--- src/rtl/pb_pkg.sv ---
// pb_pkg: shared button indices, channel FSM states and one-hot heading constants.
package pb_pkg;
  localparam int BTN_LEFT  = 0;
  localparam int BTN_RIGHT = 1;
  localparam int BTN_DOWN  = 2;
  localparam int BTN_UP    = 3;
  localparam int BTN_MODE  = 4;
  localparam int BTN_KEY   = 5;
  localparam int BTN_OBS   = 6;
  typedef enum logic [1:0] {IDLE, ARM_PRESS, HELD, ARM_RELEASE} pb_state_t;
  localparam logic [3:0] DIR_UP    = 4'b1000;
  localparam logic [3:0] DIR_DOWN  = 4'b0100;
  localparam logic [3:0] DIR_RIGHT = 4'b0010;
  localparam logic [3:0] DIR_LEFT  = 4'b0001;
  function automatic logic [3:0] dir_opposite(input logic [3:0] d);
    return {d[2], d[3], d[0], d[1]};
  endfunction
endpackage

--- src/rtl/pb_debounce_ch.sv ---
// pb_debounce_ch: 2-FF synchronizer plus debounce FSM for one button, with registered level and edge pulses.
module pb_debounce_ch
  import pb_pkg::*;
#(
  parameter int DEBOUNCE_CYCLES = 120000,
  parameter int CNT_W = $clog2(DEBOUNCE_CYCLES + 1)
) (
  input  logic clk,
  input  logic rst,
  input  logic raw,
  output logic level,
  output logic press,
  output logic rel
);
  localparam logic [CNT_W-1:0] LAST = CNT_W'(DEBOUNCE_CYCLES - 1);
  logic [1:0] sync_ff;
  logic sync;
  logic done;
  pb_state_t state, state_n;
  logic [CNT_W-1:0] cnt, cnt_n;
  logic level_n, press_n, rel_n;
  assign sync = sync_ff[1];
  assign done = cnt == LAST;
  always_ff @(posedge clk or posedge rst) begin
    if (rst) begin
      sync_ff <= '0;
      state   <= IDLE;
      cnt     <= '0;
      level   <= 1'b0;
      press   <= 1'b0;
      rel     <= 1'b0;
    end else begin
      sync_ff <= {sync_ff[0], raw};
      state   <= state_n;
      cnt     <= cnt_n;
      level   <= level_n;
      press   <= press_n;
      rel     <= rel_n;
    end
  end
  // Counter restarts at 1 on the first differing sample, so DEBOUNCE_CYCLES stable samples are required.
  always_comb begin
    state_n = state;
    cnt_n   = cnt;
    case (state)
      IDLE: if (sync) begin
        state_n = ARM_PRESS;
        cnt_n   = CNT_W'(1);
      end
      ARM_PRESS: if (!sync) begin
        state_n = IDLE;
        cnt_n   = '0;
      end else if (done) begin
        state_n = HELD;
        cnt_n   = '0;
      end else cnt_n = cnt + CNT_W'(1);
      HELD: if (!sync) begin
        state_n = ARM_RELEASE;
        cnt_n   = CNT_W'(1);
      end
      ARM_RELEASE: if (sync) begin
        state_n = HELD;
        cnt_n   = '0;
      end else if (done) begin
        state_n = IDLE;
        cnt_n   = '0;
      end else cnt_n = cnt + CNT_W'(1);
      default: begin
        state_n = IDLE;
        cnt_n   = '0;
      end
    endcase
  end
  always_comb begin
    press_n = (state == ARM_PRESS) && sync && done;
    rel_n   = (state == ARM_RELEASE) && !sync && done;
    level_n = press_n | (level & ~rel_n);
  end
endmodule

--- src/rtl/pb_conditioner.sv ---
// pb_conditioner: per-button debounce channels plus a direction arbiter that refuses 180-degree reversals.
module pb_conditioner
  import pb_pkg::*;
#(
  parameter int N_BTN = 7,
  parameter int DEBOUNCE_CYCLES = 120000,
  parameter int CNT_W = $clog2(DEBOUNCE_CYCLES + 1)
) (
  input  logic             clk,
  input  logic             rst,
  input  logic [N_BTN-1:0] pb_raw,
  output logic [N_BTN-1:0] pb_level,
  output logic [N_BTN-1:0] pb_press,
  output logic [N_BTN-1:0] pb_release,
  output logic [3:0]       dir,
  output logic             dir_changed
);
  logic [3:0] cand;
  logic accept;
  for (genvar i = 0; i < N_BTN; i++) begin : g_ch
    pb_debounce_ch #(
      .DEBOUNCE_CYCLES(DEBOUNCE_CYCLES),
      .CNT_W(CNT_W)
    ) u_ch (
      .clk(clk),
      .rst(rst),
      .raw(pb_raw[i]),
      .level(pb_level[i]),
      .press(pb_press[i]),
      .rel(pb_release[i])
    );
  end
  // Only the top-priority press is considered; a rejected one never falls through.
  always_comb begin
    cand = pb_press[BTN_UP]    ? DIR_UP :
           pb_press[BTN_DOWN]  ? DIR_DOWN :
           pb_press[BTN_RIGHT] ? DIR_RIGHT :
           pb_press[BTN_LEFT]  ? DIR_LEFT : 4'b0000;
    accept = (|cand) && (cand != dir) && (cand != dir_opposite(dir));
  end
  always_ff @(posedge clk or posedge rst) begin
    if (rst) begin
      dir         <= DIR_RIGHT;
      dir_changed <= 1'b0;
    end else begin
      dir_changed <= accept;
      if (accept) dir <= cand;
    end
  end
endmodule
--- config.mk ---
export PLATFORM = sky130hd
export DESIGN_NAME = pb_conditioner
export DESIGN_NICKNAME = d
export VERILOG_FILES = /design/src/rtl/pb_pkg.sv /design/src/rtl/pb_debounce_ch.sv /design/src/rtl/pb_conditioner.sv
export SDC_FILE = /design/constraint.sdc
export NUM_CORES = 1
export LEC_CHECK = 0
export BUFFER_PORTS_ARGS = -buffer_cell sky130_fd_sc_hd__clkbuf_2
export CORE_MARGIN = 2
export CORE_UTILIZATION = 55
export DETAILED_ROUTE_END_ITERATION = 16
export GPL_TIMING_DRIVEN = 0
export PLACE_DENSITY_LB_ADDON = 0.1
export SYNTH_ARGS = -nofsm -noshare
export SYNTH_HDL_FRONTEND = slang
export SYNTH_SLANG_ARGS = --single-unit
--- constraint.sdc ---
create_clock -name clk -period 10.5 [get_ports clk]
set_clock_uncertainty 0.15 [all_clocks]
set_input_delay 0 -clock clk [delete_from_list [all_inputs] [get_ports clk]]
set_output_delay 0 -clock clk [all_outputs]
set_load 0.005 [all_outputs]
### Word level (Yosys, flattened, before mapping)

Cells that the tools add are included.

* add/sub/neg operators: 7
* multipliers: 0
* divide/modulo/power cells: 0
* $lt $le $gt $ge: 0
* equal/unequal tests: 58
* shift-type cells: 0
* mux-type cells: 95
* bitwise logic cells: 21
* reductions and logical operators: 59

Operator list (number)
* 17-bit two-way mux: 35
* 17-bit case mux with 4 select lines: 7
* 17-bit by 1-bit adder with 17-bit output (second input constant): 7
* 17-bit equality test (second input constant): 7
* 2-bit two-way mux: 43
* 2-bit case mux with 4 select lines: 7
* 1-bit logical AND: 30
* 2-bit equality test (second input constant): 14
* 4-bit AND reduction: 7
* 3-bit by 1-bit != test with 1-bit output (second input constant): 7
* 3-bit != test (second input constant): 7
* 2-bit by 1-bit equality test with 1-bit output (second input constant): 7
* 2-bit logical NOT: 7
* 2-bit by 1-bit != test with 1-bit output (second input constant): 7
* 2-bit != test (second input constant): 7
* 2-bit AND reduction: 7
* 4-bit != test: 2
* 1-bit bitwise AND: 7
* 1-bit logical NOT: 7
* 1-bit NOT: 7
* 1-bit OR: 7
* 4-bit two-way mux: 1
* 4-bit OR reduction: 1
* 3-bit two-way mux: 1
* 1-bit two-way mux: 1

* register bits after elaboration: 173
* bits in latches: 0
* memory bits (writable): 0
* ROM bits: 0
* input bits: 9
* output and inout bits: 26
* word-level logic and storage cells: 284
* memories: 0

### Longest topological paths before layout

* depth in word-level cells: 7
* gate-level depth with buffers: 8
* depth with buffers taken out: 6

### Modules after synthesis

From an unflattened synthesis, not the netlist that was laid out.

* cells, all modules: 950
* area, all modules: 9090.0 um2

Modules (own cells, without submodules)
* pb_debounce_ch at g_ch[0].u_ch ...: instances 6, cells an instance 129, area each 1242.4 um2, sequential area each 600.6 um2
* pb_debounce_ch at g_ch[6].u_ch: instances 1, cells an instance 130, area each 1217.4 um2, sequential area each 600.6 um2
* pb_conditioner: instances 1, cells an instance 46, area each 417.9 um2, sequential area each 126.4 um2

### Least setup slack after synthesis

Ideal clock, no wire load.

* path kind: flip-flop to flip-flop
* from: reg dir[2]
* to: reg dir[3]
* setup time: 120 ps
* arrival time: 1810 ps
* data required time: 10230 ps
* setup slack: 8419 ps
* cell stages (with the launch flop): 7
* buffers on the path: 1
* clock period less this slack: 2081 ps
* path through: dfrtp_1 > buf_6 > or4_4 > or3_1 > o311a_1 > a211o_1 > o211a_1

* word-level cells in the longest chain between the ends: 3
* elaborated cells between the ends (all ways): 4
* classes of those cells: eq/ne: 2; reduce/logical: 2

RTL lines
* start, declared: line pb_conditioner.sv:15 `output logic [3:0] dir,`
* start signal, assigned: line pb_conditioner.sv:47 `if (accept) dir <= cand;`
* 4-bit != test: line pb_conditioner.sv:39 `accept = (|cand) && (cand != dir) && (cand != dir_opposite(dir));`
* 1-bit logical AND: line pb_conditioner.sv:39
* 1-bit logical AND *: line pb_conditioner.sv:39

Mark *: on every way between the ends. The rest lies on a longest branch, timed or not.
A chain may end at the register's enable or synchronous reset.

### Final worst setup path

* from: reg g_ch[3].u_ch.cnt[0]
* to: reg g_ch[3].u_ch.cnt[9]

* word-level cells in the longest chain between the ends: 4
* elaborated cells between the ends (all ways): 6
* classes of those cells: add/sub: 1; eq/ne: 1; mux: 4

RTL lines
* start, declared: line pb_debounce_ch.sv:20 `logic [CNT_W-1:0] cnt, cnt_n;`
* start signal, assigned: line pb_debounce_ch.sv:35 `cnt <= cnt_n;`
* 17-bit by 1-bit adder with 17-bit output or 17-bit equality test (tied branches): line pb_debounce_ch.sv:56, pb_debounce_ch.sv:67, pb_debounce_ch.sv:23
* 17-bit two-way mux *: line pb_debounce_ch.sv:53, pb_debounce_ch.sv:64
* 17-bit two-way mux (on tied branches): line pb_debounce_ch.sv:61, pb_debounce_ch.sv:50
* 17-bit case mux with 4 select lines *: line pb_debounce_ch.sv:45 `case (state)`

Marked as above.

==> qor.txt <==
ROUTE
-----------------------------------------------------------------------------------------------
Pre-antenna DRT Iters                                                                         5
DRC errors left                                                                               0
Number of antenna-violating nets in the routed design                                         0
Drt via density                                                                            5.85
Total number of vias                                                                       7437
Final routed wire length divided by cell count                                          14.9 µm
Initial DRC count                                                                           472
WL final                                                                               18900 µm

LOGIC SYNTHESIS
-----------------------------------------------------------------------------------------------
Number of synthesized flops with an enable pin                                                0
Number of nets in the synthesized netlist                                                   993
Fraction of the yosys area taken by sequential cells                                      0.466
#FFs+latches synth                                                                          173
Mean cell area of the mapped netlist                                                   9.51 µm²
Asr flop ratio synth                                                                       1.00
Most area-consuming cells after synthesis                                          sky130_fd_sc_hd__dfrtp_1, sky130_fd_sc_hd__o21ai_0, sky130_fd_sc_hd__nand3_1
Warning count from the yosys run                                                              0
Post-Synthesis Cell Area                                                               9290 µm²
Cell count after synthesis                                                                  977
Distinct cell type count after synthesis                                                     79
Library cell occupying the most area in the post-synthesis netlist                 sky130_fd_sc_hd__dfrtp_1
Fraction of post-synthesis cell area in the top cell type by area                         0.463
Flip-flop cell with the highest count after synthesis                              sky130_fd_sc_hd__dfrtp_1

FLOORPLAN
-----------------------------------------------------------------------------------------------
Vert. Die Dim                                                                            134 µm
Die Outline Area                                                                      17900 µm²
Count of boundary I/O pins                                                                   35
Die boundary width                                                                       134 µm
Floorplan Core Area                                                                   16500 µm²
Number of placement rows                                                                     47
Initial Util                                                                              0.562

TIMING
-----------------------------------------------------------------------------------------------
Final-layout setup total negative slack                                                    0 ns
Final Worst Setup Slack                                                                 8.12 ns
Max frequency                                                                           419 MHz
Part of the cycle the worst path needs                                                    0.227
Number of setup violations in the final report                                                0
Number of hold-slack violations in the final timing report                                    0
Unrepaired setup endpoints after global routing                                           false
Pins over their slew limit                                                                    0
Final critical-path required period                                                     2.38 ns
Transition time at the pin with the least slew margin                                  0.742 ns
Slew HR                                                                                   0.502

CLOCK NETWORK
-----------------------------------------------------------------------------------------------
Clock input transition at the sequential cells of the worst setup and hold paths        0.07 ns
H-tree depth reported by CTS                                                                  4
Setup repair bufs after CTS                                                                   0
CTS tree                                                                                   done
Number of buffers created by CTS                                                             17
Worst-skew pair later-pin latency                                                       0.43 ns
Number of gates resized after cts                                                             0
Clock Tree Buf Depth                                                                          2
TritonCTS Sinks                                                                             173
Root Buffer Master                                                                 sky130_fd_sc_hd__clkbuf_16

FLOW RUN
-----------------------------------------------------------------------------------------------
Total of max-cap violations                                                                   0

CRITICAL PATH
-----------------------------------------------------------------------------------------------
Crit path capture type                                                                flip-flop
WS Path Type                                                                       flip-flop to flip-flop
Number of buffer and inverter stages on the critical path                                     2
CP required                                                                            10.69 ns
Cell count along the critical path                                                            8
Count of cells along the worst register-to-register path                                      8
Critical path fanouts, max                                                                   10
Worst Path Arrival                                                                      2.58 ns
Critical Path Slowest Stage Cell                                                   sky130_fd_sc_hd__dfrtp_1
Worst-path cell chain                                                              ha_1, and3_1, and2_0, clkbuf_1, a21oi_1, buf_2, a21oi_1, o21ai_0
Worst path max stage delay                                                              0.41 ns
Critical Path Most Common Cell                                                     sky130_fd_sc_hd__a21oi_1
Startpoint kind of the worst setup timing path                                        flip-flop
Gate family responsible for the most delay along the worst path                    compound AO/OA/AOI/OAI gates

RUN STATUS
-----------------------------------------------------------------------------------------------
Outcome                                                                               completed

GRT
-----------------------------------------------------------------------------------------------
Initial antenna violation count                                                               0
Via count of the first global-routing pass                                                 6952
Overflow left after global routing                                                            0
Wire length of the first global-routing pass                                           32800 µm
Total GRT Usage                                                                           0.222
Pin count of the biggest net entering global routing                                        113

CELLS AND AREA
-----------------------------------------------------------------------------------------------
Post-layout instance count excluding filler cells                                          1271
Antenna diode instance count                                                                  0
Final #Nets                                                                                1055
Fill cell instance count of the final layout                                               1419
Top library cells by usage in the layout, fill and taps aside                      sky130_fd_sc_hd__dfrtp_1, sky130_fd_sc_hd__nand2_1, sky130_fd_sc_hd__o21ai_0, sky130_fd_sc_hd__nand3_1, sky130_fd_sc_hd__a21oi_1
Most common cell after layout, fill and taps aside                                 sky130_fd_sc_hd__dfrtp_1
Share of layout cells above drive strength 1                                              0.139
Area grow syn2layout                                                                      11.9%

PLACED DESIGN
-----------------------------------------------------------------------------------------------
Buffers added on ports                                                                       34
Detail Placement HPWL                                                                  12900 µm
Placed instance count                                                                      1232
Final RePlAce weighted congestion                                                         0.832
Post-placement worst setup slack                                                        8.14 ns

POWER AND IR DROP
-----------------------------------------------------------------------------------------------
Final Power                                                                             1520 µW
Power Dens Cells                                                                     146 nW/µm²
Worst vdd ir                                                                           0.118 mV
Switching power total                                                                    420 µW
Net switching share of the total power                                                    0.277
Clock network fraction of total power                                                     0.390
Power share of the combinational group                                                    0.137
Flop pwr share                                                                            0.474
Leak pwr                                                                             0.00462 µW
Total internal power                                                                    1100 µW

MIN PATH
-----------------------------------------------------------------------------------------------
Worst hold path class                                                              input port to asynchronous set/reset pin

## kinds of logic (layout without fill, tap and decap cells)
kind of cell,Yosys count,count (layout),synth area share
DFF,173,173,0.466
and+or+nand+nor,390,390,0.237
adders and majority gates,7,7,0.00943
AOI/OAI and AO/OA,257,257,0.180
xor gates and xnor gates,22,22,0.0207
buffers and inverters,100,174,0.0554
muxes,28,28,0.0309
## layout make-up
type | instances | area (µm²) | share of cell area
multi-input combinational | 704 | 4440 | 0.427
sequential | 173 | 4330 | 0.417
clock buffer | 18 | 429 | 0.0413
buffer | 61 | 368 | 0.0354
timing repair buffer | 43 | 278 | 0.0267
tap | 220 | 275 | 0.0265
inverter | 39 | 154 | 0.0148
clock inverter | 13 | 116 | 0.0112
## worst register-to-register path: cells and delay by family, from the launching register on
family / cells / cell delay (ns)
compound gates: 3 / 0.65
buf+inv: 2 / 0.47
flops: 1 / 0.41
simple gates: 2 / 0.37
fa+ha+maj: 1 / 0.24
## metrics by stage
stage	utilization	instance area, µm²	hold slack, ns
floorplan	-	9290	-0.119
global placement	0.589	9730	-0.0411
detailed placement	0.591	9770	-0.0805
CTS	0.629	10400	0.00925
global route	0.629	10400	0.0415
finish	0.629	10400	0.00103
## sequential cells by signal, indices dropped and copies added (netlist names), named ones only
register / flops
g_ch.u_ch.rel: 7
g_ch.u_ch.sync_ff: 14
g_ch.u_ch.cnt: 119
g_ch.u_ch.level: 7
dir: 4
g_ch.u_ch.press: 7
g_ch.u_ch.state: 7
dir_changed: 1
## power by group through the flow
stage | Sequential (µW) | Combinational, µW | Clock [µW]
after detailed placement | 730 | 205 | 0
after global routing | 723 | 236 | 640
after floorplan | 723 | 157 | 0
final | 718 | 207 | 591
after CTS | 718 | 209 | 606
after global placement | 730 | 200 | 0
## metal layers
metal,GRT usage,part of all wire
met5,0,0
met4,0.0485,0.0069
met3,0.0522,0.033
met2,0.353,0.47
met1,0.313,0.49
## final timing paths
| check | start | end | slack [ns] |
|---|---|---|---|
| worst max-delay path | g_ch[3].u_ch.cnt[0] | g_ch[3].u_ch.cnt[9] | 8.12 |
| worst min-delay path | rst | g_ch[5].u_ch.state[0] | 0.001 |
| worst max register to register | g_ch[3].u_ch.cnt[0] | g_ch[3].u_ch.cnt[9] | 8.12 |
| worst min register to register | g_ch[3].u_ch.sync_ff[0] | g_ch[3].u_ch.sync_ff[1] | 0.20 |
| max in group asynchronous | rst | g_ch[3].u_ch.cnt[13] | 9.33 |
| min in group clk | pb_raw[5] | g_ch[5].u_ch.sync_ff[0] | 0.05 |
## cell usage after synthesis, types with 3 or more instances
| master | count |
|---|---|
| sky130_fd_sc_hd__a41oi_1 | 4 |
| sky130_fd_sc_hd__buf_4 | 22 |
| sky130_fd_sc_hd__nor4_1 | 10 |
| sky130_fd_sc_hd__nor3b_1 | 14 |
| sky130_fd_sc_hd__nand3b_1 | 3 |
| sky130_fd_sc_hd__nor3_2 | 3 |
| sky130_fd_sc_hd__nand2_1 | 87 |
| sky130_fd_sc_hd__buf_6 | 5 |
| sky130_fd_sc_hd__or2_2 | 12 |
| sky130_fd_sc_hd__nand4_1 | 24 |
| sky130_fd_sc_hd__o211ai_1 | 4 |
| sky130_fd_sc_hd__dfrtp_1 | 172 |
| sky130_fd_sc_hd__o21bai_1 | 3 |
| sky130_fd_sc_hd__o22ai_1 | 3 |
| sky130_fd_sc_hd__ha_1 | 7 |
| sky130_fd_sc_hd__a31oi_1 | 11 |
| sky130_fd_sc_hd__clkbuf_1 | 18 |
| sky130_fd_sc_hd__a21oi_1 | 55 |
| sky130_fd_sc_hd__mux2i_1 | 23 |
| sky130_fd_sc_hd__xor2_1 | 15 |
| sky130_fd_sc_hd__a22o_1 | 30 |
| sky130_fd_sc_hd__buf_2 | 15 |
| sky130_fd_sc_hd__and2_1 | 18 |
| sky130_fd_sc_hd__xnor2_1 | 7 |
| sky130_fd_sc_hd__nor2_1 | 44 |
| sky130_fd_sc_hd__or3_1 | 21 |
| sky130_fd_sc_hd__o21a_1 | 8 |
| sky130_fd_sc_hd__inv_1 | 38 |
| sky130_fd_sc_hd__nor2b_1 | 5 |
| sky130_fd_sc_hd__nor4bb_1 | 4 |
| sky130_fd_sc_hd__nand4bb_1 | 3 |
| sky130_fd_sc_hd__and4_1 | 10 |
| sky130_fd_sc_hd__nand3_1 | 67 |
| sky130_fd_sc_hd__o21ai_1 | 9 |
| sky130_fd_sc_hd__nor3_1 | 19 |
| sky130_fd_sc_hd__mux2_2 | 4 |
| sky130_fd_sc_hd__a21o_1 | 26 |
| sky130_fd_sc_hd__o21ai_0 | 75 |
| sky130_fd_sc_hd__and3_1 | 24 |
## timing repair
item / 4_1_cts / 5_1_grt
hold buffers: 8 / 0
setup endpoints to repair: 0 / 0
endpoints found under the hold margin: 180 / 0
Power figures use the tool's default switching activity.
